### src/rtl/visdrain_if.sv
// ---------------------------------------------------------------------------
// visdrain_if
//   Bundles the parallel-fill side and the serial-drain side of the
//   visibility drain into one interface.
//
//   Handshake rules (both sides):
//     - par_valid_i[k] is a per-lane strobe with no back-pressure. A lane
//       presented while par_ready_o is low, or twice into the same bank, is
//       discarded and raises overflow_o.
//     - On the serial side a word moves on a rising clock edge where
//       seq_valid_o and seq_ready_i are both high. Once seq_valid_o rises,
//       the word and its flags stay unchanged until that transfer.
//
//   Signals
//     par_valid_i  LENGTH        per-lane strobe
//     par_rdata_i  LENGTH*WIDTH  lane k real at [k*WIDTH +: WIDTH]
//     par_idata_i  LENGTH*WIDTH  lane k imag, same packing
//     par_ready_o  1             a fill bank is available
//     seq_valid_o  1             serial word valid
//     seq_ready_i  1             downstream accept
//     seq_first_o  1             first word of a bank
//     seq_last_o   1             last word of a bank
//     seq_index_o  IBITS         source lane of the current word
//     seq_rdata_o  WIDTH         current word real
//     seq_idata_o  WIDTH         current word imag
//     clear_i      1             synchronous clear of overflow_o
//     overflow_o   1             sticky lane-drop flag
// ---------------------------------------------------------------------------
interface visdrain_if #(
    parameter int LENGTH = 5,
    parameter int WIDTH  = 7
);
    localparam int IBITS = $clog2(LENGTH);

    logic [LENGTH-1:0]       par_valid_i;
    logic [LENGTH*WIDTH-1:0] par_rdata_i;
    logic [LENGTH*WIDTH-1:0] par_idata_i;
    logic                    par_ready_o;
    logic                    seq_valid_o;
    logic                    seq_ready_i;
    logic                    seq_first_o;
    logic                    seq_last_o;
    logic [IBITS-1:0]        seq_index_o;
    logic [WIDTH-1:0]        seq_rdata_o;
    logic [WIDTH-1:0]        seq_idata_o;
    logic                    clear_i;
    logic                    overflow_o;

    // The drain block itself.
    modport slave (
        input  par_valid_i, par_rdata_i, par_idata_i, seq_ready_i, clear_i,
        output par_ready_o, seq_valid_o, seq_first_o, seq_last_o,
               seq_index_o, seq_rdata_o, seq_idata_o, overflow_o
    );

    // The surroundings: correlator lanes upstream, word consumer downstream.
    modport master (
        output par_valid_i, par_rdata_i, par_idata_i, seq_ready_i, clear_i,
        input  par_ready_o, seq_valid_o, seq_first_o, seq_last_o,
               seq_index_o, seq_rdata_o, seq_idata_o, overflow_o
    );
endinterface

### src/rtl/visdrain.sv
// ---------------------------------------------------------------------------
// visdrain
//   Collects LENGTH parallel complex correlator lanes into one of two banks
//   (ping-pong) and drains each completed bank as a serial word stream,
//   one lane per word, lane 0 first (REVERSE=0) or lane LENGTH-1 first
//   (REVERSE=1). Data passes bit-exact.
//
//   Ports
//     clock        rising-edge clock
//     reset        asynchronous, active-high
//     bus          visdrain_if.slave (fill side, drain side, overflow)
//     dbg_state_o  read FSM state (0 = IDLE, 1 = EMIT)
// ---------------------------------------------------------------------------
module visdrain #(
    parameter int LENGTH  = 5,
    parameter int WIDTH   = 7,
    parameter int REVERSE = 1
) (
    input  logic       clock,
    input  logic       reset,
    visdrain_if.slave  bus,
    output logic       dbg_state_o
);
    localparam int IBITS = $clog2(LENGTH);
    localparam logic [IBITS-1:0] LAST = IBITS'(LENGTH - 1);

    typedef enum logic {
        S_IDLE = 1'b0,
        S_EMIT = 1'b1
    } state_t;

    // ------------------------------------------------------------------
    // Bank storage and pointers
    // ------------------------------------------------------------------
    logic [LENGTH-1:0] r_mask [2];
    logic [WIDTH-1:0]  r_re   [2][LENGTH];
    logic [WIDTH-1:0]  r_im   [2][LENGTH];
    logic [1:0]        r_full;
    logic              r_wp;
    logic              r_rp;
    logic              r_overflow;

    // ------------------------------------------------------------------
    // Read FSM and registered serial outputs
    // ------------------------------------------------------------------
    state_t            r_state;
    state_t            w_state_nxt;
    logic [IBITS-1:0]  r_cnt;
    logic              r_valid;
    logic              r_first;
    logic              r_last;
    logic [IBITS-1:0]  r_index;
    logic [WIDTH-1:0]  r_rdata;
    logic [WIDTH-1:0]  r_idata;

    // ------------------------------------------------------------------
    // Fill side
    // ------------------------------------------------------------------
    logic              w_wfull;
    logic [LENGTH-1:0] w_cap;
    logic [LENGTH-1:0] w_mask_nxt;
    logic              w_drop;
    logic              w_complete;

    assign w_wfull    = r_full[r_wp];
    // A lane is taken only into a free bank and only once per bank.
    assign w_cap      = bus.par_valid_i & ~r_mask[r_wp] & {LENGTH{~w_wfull}};
    assign w_drop     = |(bus.par_valid_i & (r_mask[r_wp] | {LENGTH{w_wfull}}));
    // Completion looks at the mask including this edge's captures, so a
    // bank whose lanes all arrive together closes in a single edge.
    assign w_mask_nxt = r_mask[r_wp] | w_cap;
    assign w_complete = ~w_wfull & (&w_mask_nxt);

    // ------------------------------------------------------------------
    // Read FSM next-state and word-load decisions
    // ------------------------------------------------------------------
    logic              w_ld;
    logic              w_ld_bank;
    logic [IBITS-1:0]  w_ld_cnt;
    logic [IBITS-1:0]  w_ld_idx;
    logic              w_release;

    always_comb begin
        w_state_nxt = r_state;
        w_ld        = 1'b0;
        w_ld_bank   = r_rp;
        w_ld_cnt    = '0;
        w_release   = 1'b0;
        case (r_state)
            S_IDLE: begin
                if (r_full[r_rp]) begin
                    w_ld        = 1'b1;
                    w_state_nxt = S_EMIT;
                end
            end
            S_EMIT: begin
                if (bus.seq_ready_i) begin
                    if (r_cnt != LAST) begin
                        w_ld     = 1'b1;
                        w_ld_cnt = r_cnt + 1'b1;
                    end else begin
                        // Last word leaves: free this bank and, if the
                        // other one is already waiting, start it with no gap.
                        w_release = 1'b1;
                        if (r_full[~r_rp]) begin
                            w_ld      = 1'b1;
                            w_ld_bank = ~r_rp;
                        end else begin
                            w_state_nxt = S_IDLE;
                        end
                    end
                end
            end
            default: w_state_nxt = S_IDLE;
        endcase
    end

    // Word count always runs 0..LAST; the lane index is mapped from it.
    assign w_ld_idx = (REVERSE != 0) ? (LAST - w_ld_cnt) : w_ld_cnt;

    // ------------------------------------------------------------------
    // Fill-side state, full flags and pointers
    // ------------------------------------------------------------------
    always_ff @(posedge clock or posedge reset) begin
        if (reset) begin
            for (int b = 0; b < 2; b++) begin
                r_mask[b] <= '0;
                for (int k = 0; k < LENGTH; k++) begin
                    r_re[b][k] <= '0;
                    r_im[b][k] <= '0;
                end
            end
            r_full     <= '0;
            r_wp       <= 1'b0;
            r_rp       <= 1'b0;
            r_overflow <= 1'b0;
        end else begin
            for (int k = 0; k < LENGTH; k++) begin
                if (w_cap[k]) begin
                    r_re[r_wp][k] <= bus.par_rdata_i[k*WIDTH +: WIDTH];
                    r_im[r_wp][k] <= bus.par_idata_i[k*WIDTH +: WIDTH];
                end
            end
            if (w_complete) begin
                r_mask[r_wp] <= '0;
                r_wp         <= ~r_wp;
            end else begin
                r_mask[r_wp] <= w_mask_nxt;
            end
            // Completion needs bank[wp] free and release needs bank[rp]
            // full, so the two never target the same flag in one edge.
            if (w_complete) begin
                r_full[r_wp] <= 1'b1;
            end
            if (w_release) begin
                r_full[r_rp] <= 1'b0;
                r_rp         <= ~r_rp;
            end
            // A drop in the same cycle as clear keeps the flag set.
            if (w_drop) begin
                r_overflow <= 1'b1;
            end else if (bus.clear_i) begin
                r_overflow <= 1'b0;
            end
        end
    end

    // ------------------------------------------------------------------
    // FSM state register and registered serial outputs
    // ------------------------------------------------------------------
    always_ff @(posedge clock or posedge reset) begin
        if (reset) begin
            r_state <= S_IDLE;
            r_cnt   <= '0;
            r_valid <= 1'b0;
            r_first <= 1'b0;
            r_last  <= 1'b0;
            r_index <= '0;
            r_rdata <= '0;
            r_idata <= '0;
        end else begin
            r_state <= w_state_nxt;
            if (w_ld) begin
                r_valid <= 1'b1;
                r_cnt   <= w_ld_cnt;
                r_index <= w_ld_idx;
                r_first <= (w_ld_cnt == '0);
                r_last  <= (w_ld_cnt == LAST);
                r_rdata <= r_re[w_ld_bank][w_ld_idx];
                r_idata <= r_im[w_ld_bank][w_ld_idx];
            end else if (w_release) begin
                r_valid <= 1'b0;
                r_first <= 1'b0;
                r_last  <= 1'b0;
            end
        end
    end

    // ------------------------------------------------------------------
    // Outputs
    // ------------------------------------------------------------------
    assign bus.par_ready_o = ~r_full[r_wp];
    assign bus.seq_valid_o = r_valid;
    assign bus.seq_first_o = r_first;
    assign bus.seq_last_o  = r_last;
    assign bus.seq_index_o = r_index;
    assign bus.seq_rdata_o = r_rdata;
    assign bus.seq_idata_o = r_idata;
    assign bus.overflow_o  = r_overflow;
    assign dbg_state_o     = r_state;

endmodule

### src/flat_wrapper.sv
// flat-port wrapper written by rule: the top's interface ports become plain ports
module visdrain_flat 
#(
    parameter int LENGTH  = 5,
    parameter int WIDTH   = 7,
    parameter int REVERSE = 1
)
  (clock, reset, dbg_state_o, bus_par_valid_i, bus_par_rdata_i, bus_par_idata_i, bus_seq_ready_i, bus_clear_i, bus_par_ready_o, bus_seq_valid_o, bus_seq_first_o, bus_seq_last_o, bus_seq_index_o, bus_seq_rdata_o, bus_seq_idata_o, bus_overflow_o);
  visdrain_if #(.LENGTH(LENGTH), .WIDTH(WIDTH)) bus_i ();
  input  logic clock;
  input  logic reset;
  output logic dbg_state_o;
  input wire logic [$bits(bus_i.par_valid_i)-1:0] bus_par_valid_i;
  input wire logic [$bits(bus_i.par_rdata_i)-1:0] bus_par_rdata_i;
  input wire logic [$bits(bus_i.par_idata_i)-1:0] bus_par_idata_i;
  input wire logic [$bits(bus_i.seq_ready_i)-1:0] bus_seq_ready_i;
  input wire logic [$bits(bus_i.clear_i)-1:0] bus_clear_i;
  output wire logic [$bits(bus_i.par_ready_o)-1:0] bus_par_ready_o;
  output wire logic [$bits(bus_i.seq_valid_o)-1:0] bus_seq_valid_o;
  output wire logic [$bits(bus_i.seq_first_o)-1:0] bus_seq_first_o;
  output wire logic [$bits(bus_i.seq_last_o)-1:0] bus_seq_last_o;
  output wire logic [$bits(bus_i.seq_index_o)-1:0] bus_seq_index_o;
  output wire logic [$bits(bus_i.seq_rdata_o)-1:0] bus_seq_rdata_o;
  output wire logic [$bits(bus_i.seq_idata_o)-1:0] bus_seq_idata_o;
  output wire logic [$bits(bus_i.overflow_o)-1:0] bus_overflow_o;
  assign bus_i.par_valid_i = bus_par_valid_i;
  assign bus_i.par_rdata_i = bus_par_rdata_i;
  assign bus_i.par_idata_i = bus_par_idata_i;
  assign bus_i.seq_ready_i = bus_seq_ready_i;
  assign bus_i.clear_i = bus_clear_i;
  assign bus_par_ready_o = bus_i.par_ready_o;
  assign bus_seq_valid_o = bus_i.seq_valid_o;
  assign bus_seq_first_o = bus_i.seq_first_o;
  assign bus_seq_last_o = bus_i.seq_last_o;
  assign bus_seq_index_o = bus_i.seq_index_o;
  assign bus_seq_rdata_o = bus_i.seq_rdata_o;
  assign bus_seq_idata_o = bus_i.seq_idata_o;
  assign bus_overflow_o = bus_i.overflow_o;
  visdrain #(.LENGTH(LENGTH), .WIDTH(WIDTH), .REVERSE(REVERSE)) u_core (.clock(clock), .reset(reset), .bus(bus_i), .dbg_state_o(dbg_state_o));
endmodule
### config.mk
export PLATFORM = sky130hd
export DESIGN_NAME = visdrain_flat
export DESIGN_NICKNAME = d
export VERILOG_FILES = /design/src/rtl/visdrain_if.sv /design/src/rtl/visdrain.sv /design/src/flat_wrapper.sv
export SDC_FILE = /design/constraint.sdc
export NUM_CORES = 1
export LEC_CHECK = 0
export CORE_MARGIN = 2
export CORE_UTILIZATION = 50
export DETAILED_ROUTE_END_ITERATION = 16
export PLACE_DENSITY = 0.72
export SETUP_SLACK_MARGIN = 0.05
export SYNTH_ARGS = -nofsm -noshare
export SYNTH_HDL_FRONTEND = slang
export SYNTH_SLANG_ARGS = --single-unit
### constraint.sdc
create_clock -name clock -period 5.6 [get_ports clock]
set_input_delay 1.12 -clock clock [delete_from_list [all_inputs] [get_ports clock]]
set_output_delay 1.12 -clock clock [all_outputs]
set_load 0.005 [all_outputs]
==> flow_metrics.tcl, run 1 <==
set metrics [dict create \
    fp.dieH_um 131.4 \
    syn_to_final_growth_pct 21.90 \
    ys_ff_latch 178 \
    worst-path-buf-inv 3 \
    synth_area_leaders "dfrtp_1 (55%), mux2_2 (19%), mux2i_1 (4.3%)" \
    crit_path_end_kind "flip-flop" \
    switching_share 0.3522 \
    grt_max_degree 179 \
    drive_gt1_frac 0.2618 \
    wirelength_um 20350 \
    total_power_mw 5.541 \
    syn_area_per_cell_um2 12.37 \
    initial_core_util 0.5108 \
    synth_top_area_frac 0.5490 \
    synthAdderAreaFrac 0.007710 \
    p_leak_nw 4.165 \
    async_reset_ff_frac 1.000 \
    globalplace.congestion 0.8851 \
    rsz0062_at_grt "no" \
    synth.mux.area_fraction 0.2375 \
    synth.cell_area_mm2 0.008114 \
    power_frac_clock 0.199 \
    cp_cell_sequence "clkdlybuf4s50_1 > nand2_1 > nor2b_1 > inv_2 > ha_1 > ha_1 > nor2b_1 > buf_4 > and2_1 > a221oi_1 > o21ai_0 > o32a_1" \
    final_nets 835 \
    yosys_most_used_dff "dfrtp_1" \
    antenna_cells 0 \
    post_cts_buffers 0 \
    hpwl_um 14370 \
    holdBufCountCts 0 \
    synth_xor_area_frac 0.001079 \
    htreeDepth 4 \
    critPathLaunchType "input port" \
    crit_type "input port to flip-flop" \
    synth-compound-area-share 0.1078 \
    clk_latency_ns 0.43 \
    synth_edf_count 0 \
    cp.required_ns 5.91 \
    overflow 0 \
    pwr-share-seq 0.427 \
    drv_cap 0 \
    finalCritPeriodShare 0.7827 \
    p_per_area_mw_per_mm2 560.2 \
    antenna_left 0 \
    synth_cell_types 43 \
    crit_path_max_incr_delay_ns 0.58 \
    portBuffers 101 \
    worstMarginPinSlew_ns 0.9940 \
    drt_iter0_markers 425 \
    synth_common_cells "dfrtp_1 (178), mux2_2 (140), nand2_1 (61)" \
    rows 46 \
    io_pins 102 \
    syn-instance-count 656 \
    cts.path.max_buffers 2 \
    drt-vias-per-instance 5.836 \
    drv_slew 0 \
    postCtsResizedCells 0 \
    drtPass1Iterations 5 \
    vias 5719 \
    synth_fp_nets 740 \
    die_area_mm2 0.01726 \
    pwr-share-comb 0.374 \
    wl_per_cell_um 20.76 \
    hold_viol 0 \
    ir_drop_mv 0.3543 \
    placed_cell_area_mm2 0.009339 \
    clk_transition_reported_paths_ns 0.07 \
    seq_area_frac_synth 0.5490 \
    yosys.area_share.simple 0.07109 \
    synth_most_common_cell "dfrtp_1" \
    post-route-cell-area_mm2 0.009891 \
    fp.coreArea_mm2 0.01589 \
    setup_violations 0 \
    grt_use_total 0.2448 \
    slew_headroom 0.3366 \
    cts-root-buf "clkbuf_16" \
    clkSinkCount 178 \
    skew_ns 0.006284 \
    synth_top_family_by_area "multiplexers" \
    cts_tree "built" \
    die_width_um 131.4 \
    drcViolationCount 0 \
    yosysWarnings 0 \
    fin_tns_setup_ns 0 \
    first_global_vias 5954 \
    antenna_found_initial 0 \
    critical_path.max_fanout 19 \
    yosysTopAreaCell "dfrtp_1" \
    worst_hold_slack_ns 0.4735 \
    grt_first_pass_wirelength_um 32660 \
    cts_inserted_buffers 17 \
    power.switching_mw 1.951 \
    layoutNonFillerInstCount 980 \
    cp_slowest_cell "clkdlybuf4s50_1" \
    path_delay_family "buffers and inverters" \
    fin_crit_ns 4.383 \
    power.internal_mw 3.589 \
    status "finished clean" \
    cp_data_arrival_time_ns 4.70 \
    max_freq_ghz 0.2282 \
    hold_class "flip-flop to flip-flop" \
    dp.cells 948 \
]
power groups by stage:
stage,registers [mW],logic [mW],clock network (mW)
after floorplan,2.18,1.51,0
after global placement,2.35,1.99,0
after detailed placement,2.38,2.06,0
after CTS,2.36,2.07,1.12
after global routing,2.44,2.27,1.18
final,2.37,2.07,1.10
worst register-to-register path: stages (launching register included):
cell and delay [ns]:
dfrtp_1 0.40, inv_1 0.09, ha_1 0.28, a21oi_1 0.14, nor2b_1 0.50, inv_2 0.29
ha_1 0.30, ha_1 0.40, nor2b_1 0.18, buf_4 0.18, and2_1 0.28, a221oi_1 0.34
o21ai_0 0.15, o32a_1 0.31
sequential cells by signal (all words and copies together), names as in the netlist:
| name | count |
|---|---|
| u_core.bus.overflow_o | 1 |
| u_core.bus.seq_first_o | 1 |
| u_core.bus.seq_idata_o | 7 |
| u_core.bus.seq_index_o | 3 |
| u_core.bus.seq_last_o | 1 |
| u_core.bus.seq_rdata_o | 7 |
| u_core.bus.seq_valid_o | 1 |
| u_core.dbg_state_o | 1 |
| u_core.r_cnt | 2 |
| u_core.r_full | 2 |
| u_core.r_im | 70 |
| u_core.r_mask | 10 |
| u_core.r_re | 70 |
| u_core.r_rp | 1 |
| u_core.r_wp | 1 |
cell families (layout without fill, tap and decap cells):
| group | count (synthesis) | after routing |
|---|---|---|
| multiplexers | 175 | 175 |
| AO/OA/AOI/OAI | 123 | 123 |
| buffers and inverters | 45 | 153 |
| AND/OR/NAND/NOR | 129 | 129 |
| XOR/XNOR | 1 | 1 |
| flip-flops | 178 | 178 |
| adder cells (fa/ha/maj) | 5 | 5 |
final timing paths:
| path | depth (start not counted) | slack [ns] | to | from |
|---|---|---|---|---|
| worst max-delay path | 12 | 1.22 | u_core.bus.seq_idata_o[2] | bus_seq_ready_i |
| worst min register to register | 2 | 0.47 | u_core.bus.seq_index_o[2] | u_core.bus.seq_index_o[2] |
| worst min-delay path | 2 | 0.47 | u_core.bus.seq_index_o[2] | u_core.bus.seq_index_o[2] |
| max in group asynchronous | 3 | 3.57 | u_core.r_re[16] | reset |
| min in group asynchronous | 3 | 1.30 | u_core.r_im[25] | reset |
| worst max register to register | 13 | 1.65 | u_core.bus.seq_idata_o[2] | u_core.bus.seq_index_o[0] |
per-layer routing:
metal | track usage | share of wire
met1 | 0.3213 | 0.43
met3 | 0.05324 | 0.049
met2 | 0.4111 | 0.50
met5 | 0 | 0
met4 | 0.07186 | 0.015
cells in the final DEF (no fill, tap or decap), types with 3 or more instances in the layout:
| cell | instances |
|---|---|
| a31o_2 | 5 |
| mux2_2 | 140 |
| nand2_1 | 61 |
| a32oi_1 | 4 |
| o21ai_0 | 15 |
| buf_4 | 12 |
| nor2_1 | 32 |
| a221oi_1 | 16 |
| a22o_1 | 8 |
| mux2i_1 | 35 |
| nand3_1 | 6 |
| clkbuf_8 | 3 |
| o31ai_1 | 5 |
| a22oi_1 | 4 |
| nor2_2 | 3 |
| clkdlybuf4s50_1 | 101 |
| dfrtp_1 | 178 |
| a21oi_1 | 29 |
| o32a_1 | 6 |
| o221ai_1 | 7 |
| inv_1 | 5 |
| o22a_1 | 4 |
| clkbuf_16 | 17 |
| clkinvlp_4 | 4 |
| clkinv_4 | 4 |
| ha_1 | 5 |
| and2_1 | 3 |
| clkinv_2 | 3 |
| o22ai_1 | 13 |
| nor2b_1 | 10 |
per-stage QoR:
stage / setup slack [ns] / utilization
finish: 1.217 / 0.6226
global route: 1.022 / 0.6226
CTS: 1.306 / 0.6226
detailed placement: 0.8610 / 0.5879
global placement: 1.079 / 0.5879
floorplan: 1.884 / -
final cells by class:
class | instances | area [µm²]
fill | 1285 | 5995
clock inverter | 11 | 81.33
inverter | 7 | 30.03
timing repair buffer | 114 | 1121
multi-input combinational | 433 | 3463
tap | 216 | 270.3
clock buffer | 21 | 470.5
sequential | 178 | 4454
Note: power is estimated with default switching activity, not from simulation.
==> inputs of run 2 (changes only) <==
--- a/config.mk
+++ b/config.mk
@@ -8,7 +8,7 @@
 export CORE_MARGIN = 2
 export CORE_UTILIZATION = 50
 export DETAILED_ROUTE_END_ITERATION = 16
-export PLACE_DENSITY = 0.72
+export PLACE_DENSITY = 0.69
 export SETUP_SLACK_MARGIN = 0.05
 export SYNTH_ARGS = -nofsm -noshare
 export SYNTH_HDL_FRONTEND = slang
==> constraint.sdc (replaced) <==
create_clock -name clock -period 4.3 [get_ports clock]
set_input_delay 0.86 -clock clock [delete_from_list [all_inputs] [get_ports clock]]
set_output_delay 0.86 -clock clock [all_outputs]
set_load 0.005 [all_outputs]
==> run 2 against run 1 <==
  * Design area grew 1.7%
  * Sequential power grew 30%
  * Die area is the same
  * Sequential cell count is the same
  * Worst setup slack lost 0.62 ns
  * Register-to-register slack lost 0.90 ns
  * Cell count grew 0.31%
  * Global-route usage grew 0.086 points
  * Critical path depth shrank 1
  * Combinational power grew 31%
  * Non-clock buffer count grew 3
  * Critical endpoint is now u_core.bus.seq_idata_o[0]
  * Largest cell class unchanged
==> flow_metrics.tcl, run 2 (same netlist as run 1, synthesis figures left out) <==
set metrics [dict create \
    status "finished clean" \
    num-fill-cells 1258 \
    largestRegisters "u_core.r_im x70, u_core.r_re x70, u_core.r_mask x10" \
    grt_use_total 0.2457 \
    ir_drop_mv 0.3870 \
    slew_headroom 0.3753 \
    drt_iter0_markers 371 \
    crit_path_max_incr_delay_ns 0.58 \
    wl_per_cell_um 20.93 \
    io_pins 102 \
    cts_tree "built" \
    fin_crit_ns 3.704 \
    final_nets 838 \
    die_area_mm2 0.01726 \
    hold_viol 0 \
    vias 5813 \
    clkSinkCount 178 \
    p_leak_nw 4.258 \
    worst-path-buf-inv 2 \
    drive_gt1_frac 0.2621 \
    antenna_found_initial 0 \
    cts-root-buf "clkbuf_16" \
    grt_first_pass_wirelength_um 32720 \
    die_width_um 131.4 \
    htreeDepth 4 \
    layout_commonest_cell "dfrtp_1" \
    crit_type "input port to flip-flop" \
    wirelength_um 20570 \
    hpwl_um 14370 \
    globalplace.congestion 0.9585 \
    post_cts_buffers 0 \
    rows 46 \
    skew_ns 0.008183 \
    placed_cell_area_mm2 0.009366 \
    cp_cell_sequence "clkdlybuf4s50_1 > nand2_1 > nor2b_1 > inv_2 > ha_1 > ha_1 > nor2b_1 > and2_1 > a221oi_1 > o21ai_0 > o32a_1" \
    layoutNonFillerInstCount 983 \
    fp.coreArea_mm2 0.01589 \
    post-route-cell-area_mm2 0.01006 \
    initial_core_util 0.5108 \
    drcViolationCount 0 \
    max_freq_ghz 0.2700 \
    antenna_cells 0 \
    drv_cap 0 \
    finalCritPeriodShare 0.8613 \
    grt_max_degree 179 \
    postCtsResizedCells 0 \
    p_per_area_mw_per_mm2 755.8 \
    cts_inserted_buffers 17 \
    overflow 0 \
    hold_class "flip-flop to flip-flop" \
    drv_slew 0 \
    crit_path_end_kind "flip-flop" \
    cp_data_arrival_time_ns 4.07 \
    fp.dieH_um 131.4 \
    drt-vias-per-instance 5.914 \
    rsz0062_at_grt "no" \
    cp.required_ns 4.67 \
    cp_slowest_cell "clkdlybuf4s50_1" \
    portBuffers 101 \
    drtPass1Iterations 5 \
    fin_tns_setup_ns 0 \
    antenna_left 0 \
    critPathLaunchType "input port" \
    first_global_vias 6034 \
    worstMarginPinSlew_ns 0.9371 \
    setup_violations 0 \
    path_delay_family "simple AND/OR/NAND/NOR gates" \
    critical_path.max_fanout 19 \
    clk_transition_reported_paths_ns 0.07 \
    holdBufCountCts 0 \
    clk_latency_ns 0.43 \
    final_cell_mix "dfrtp_1 (178), mux2_2 (140), clkdlybuf4s50_1 (101)" \
    cts.path.max_buffers 2 \
    dp.cells 951 \
    syn_to_final_growth_pct 23.95 \
]
## run 2: final timing paths
check	depth (start not counted)	slack, ns	from	to
worst max-delay path	11	0.60	bus_seq_ready_i	u_core.bus.seq_idata_o[0]
worst min-delay path	2	0.47	u_core.bus.seq_index_o[1]	u_core.bus.seq_index_o[1]
worst max register to register	12	0.75	u_core.bus.seq_index_o[0]	u_core.bus.seq_idata_o[0]
worst min register to register	2	0.47	u_core.bus.seq_index_o[1]	u_core.bus.seq_index_o[1]
max in group asynchronous	3	2.56	reset	u_core.r_re[35]
min in group asynchronous	3	1.06	reset	u_core.r_im[62]
## run 2: routing by layer
metal	vias to the layer above	global-route usage	share of wire	wire length (µm)
li1	2599	-	-	-
met1	2967	0.3229	0.42	8714
met2	213	0.3997	0.49	10180
met3	34	0.04900	0.053	1084
met4	0	0.1045	0.029	598
met5	-	0	0	0
## run 2: worst reg2reg max path: stages (launching register included)
cell,delay (ns)
dfrtp_1,0.41
inv_1,0.09
ha_1,0.28
a21oi_1,0.15
nor2b_1,0.24
inv_2,0.18
ha_1,0.26
ha_1,0.43
nor2b_1,0.35
and2_1,0.42
a221oi_1,0.15
o21ai_0,0.31
o32a_1,0.19
## run 2: power by group
| part | leakage, nW | total, mW | internal, mW | switching, mW |
|---|---|---|---|---|
| clock network | 0.337 | 1.80 | 1.14 | 0.656 |
| registers | 2.15 | 3.08 | 2.49 | 0.589 |
| logic | 1.77 | 2.72 | 1.40 | 1.32 |
| total | 4.26 | 7.60 | 5.04 | 2.56 |
## run 2: cell type report
| type | count | area (µm²) | area share |
|---|---|---|---|
| clock buffers | 20 | 466.7 | 0.04640 |
| inverters | 7 | 30.03 | 0.002986 |
| clock inverters | 12 | 224.0 | 0.02227 |
| flip-flops and latches | 178 | 4454 | 0.4429 |
| repair buffers | 117 | 1156 | 0.1150 |
| well taps | 216 | 270.3 | 0.02687 |
| multi-input cells | 433 | 3456 | 0.3436 |
## run 2: stage by stage
stage          total power [mW]  setup slack (ns)  utilization  hold slack [ns]
6_report                  7.601            0.5964       0.6331           0.4731
5_1_grt                   8.031            0.4001       0.6331           0.5076
4_1_cts                   7.624            0.6976       0.6331           0.4803
3_5_place_dp              5.811            0.2735       0.5896           0.4635
3_3_place_gp              5.684            0.4184       0.5896           0.4635
2_1_floorplan             4.810            0.8439            -           0.4699
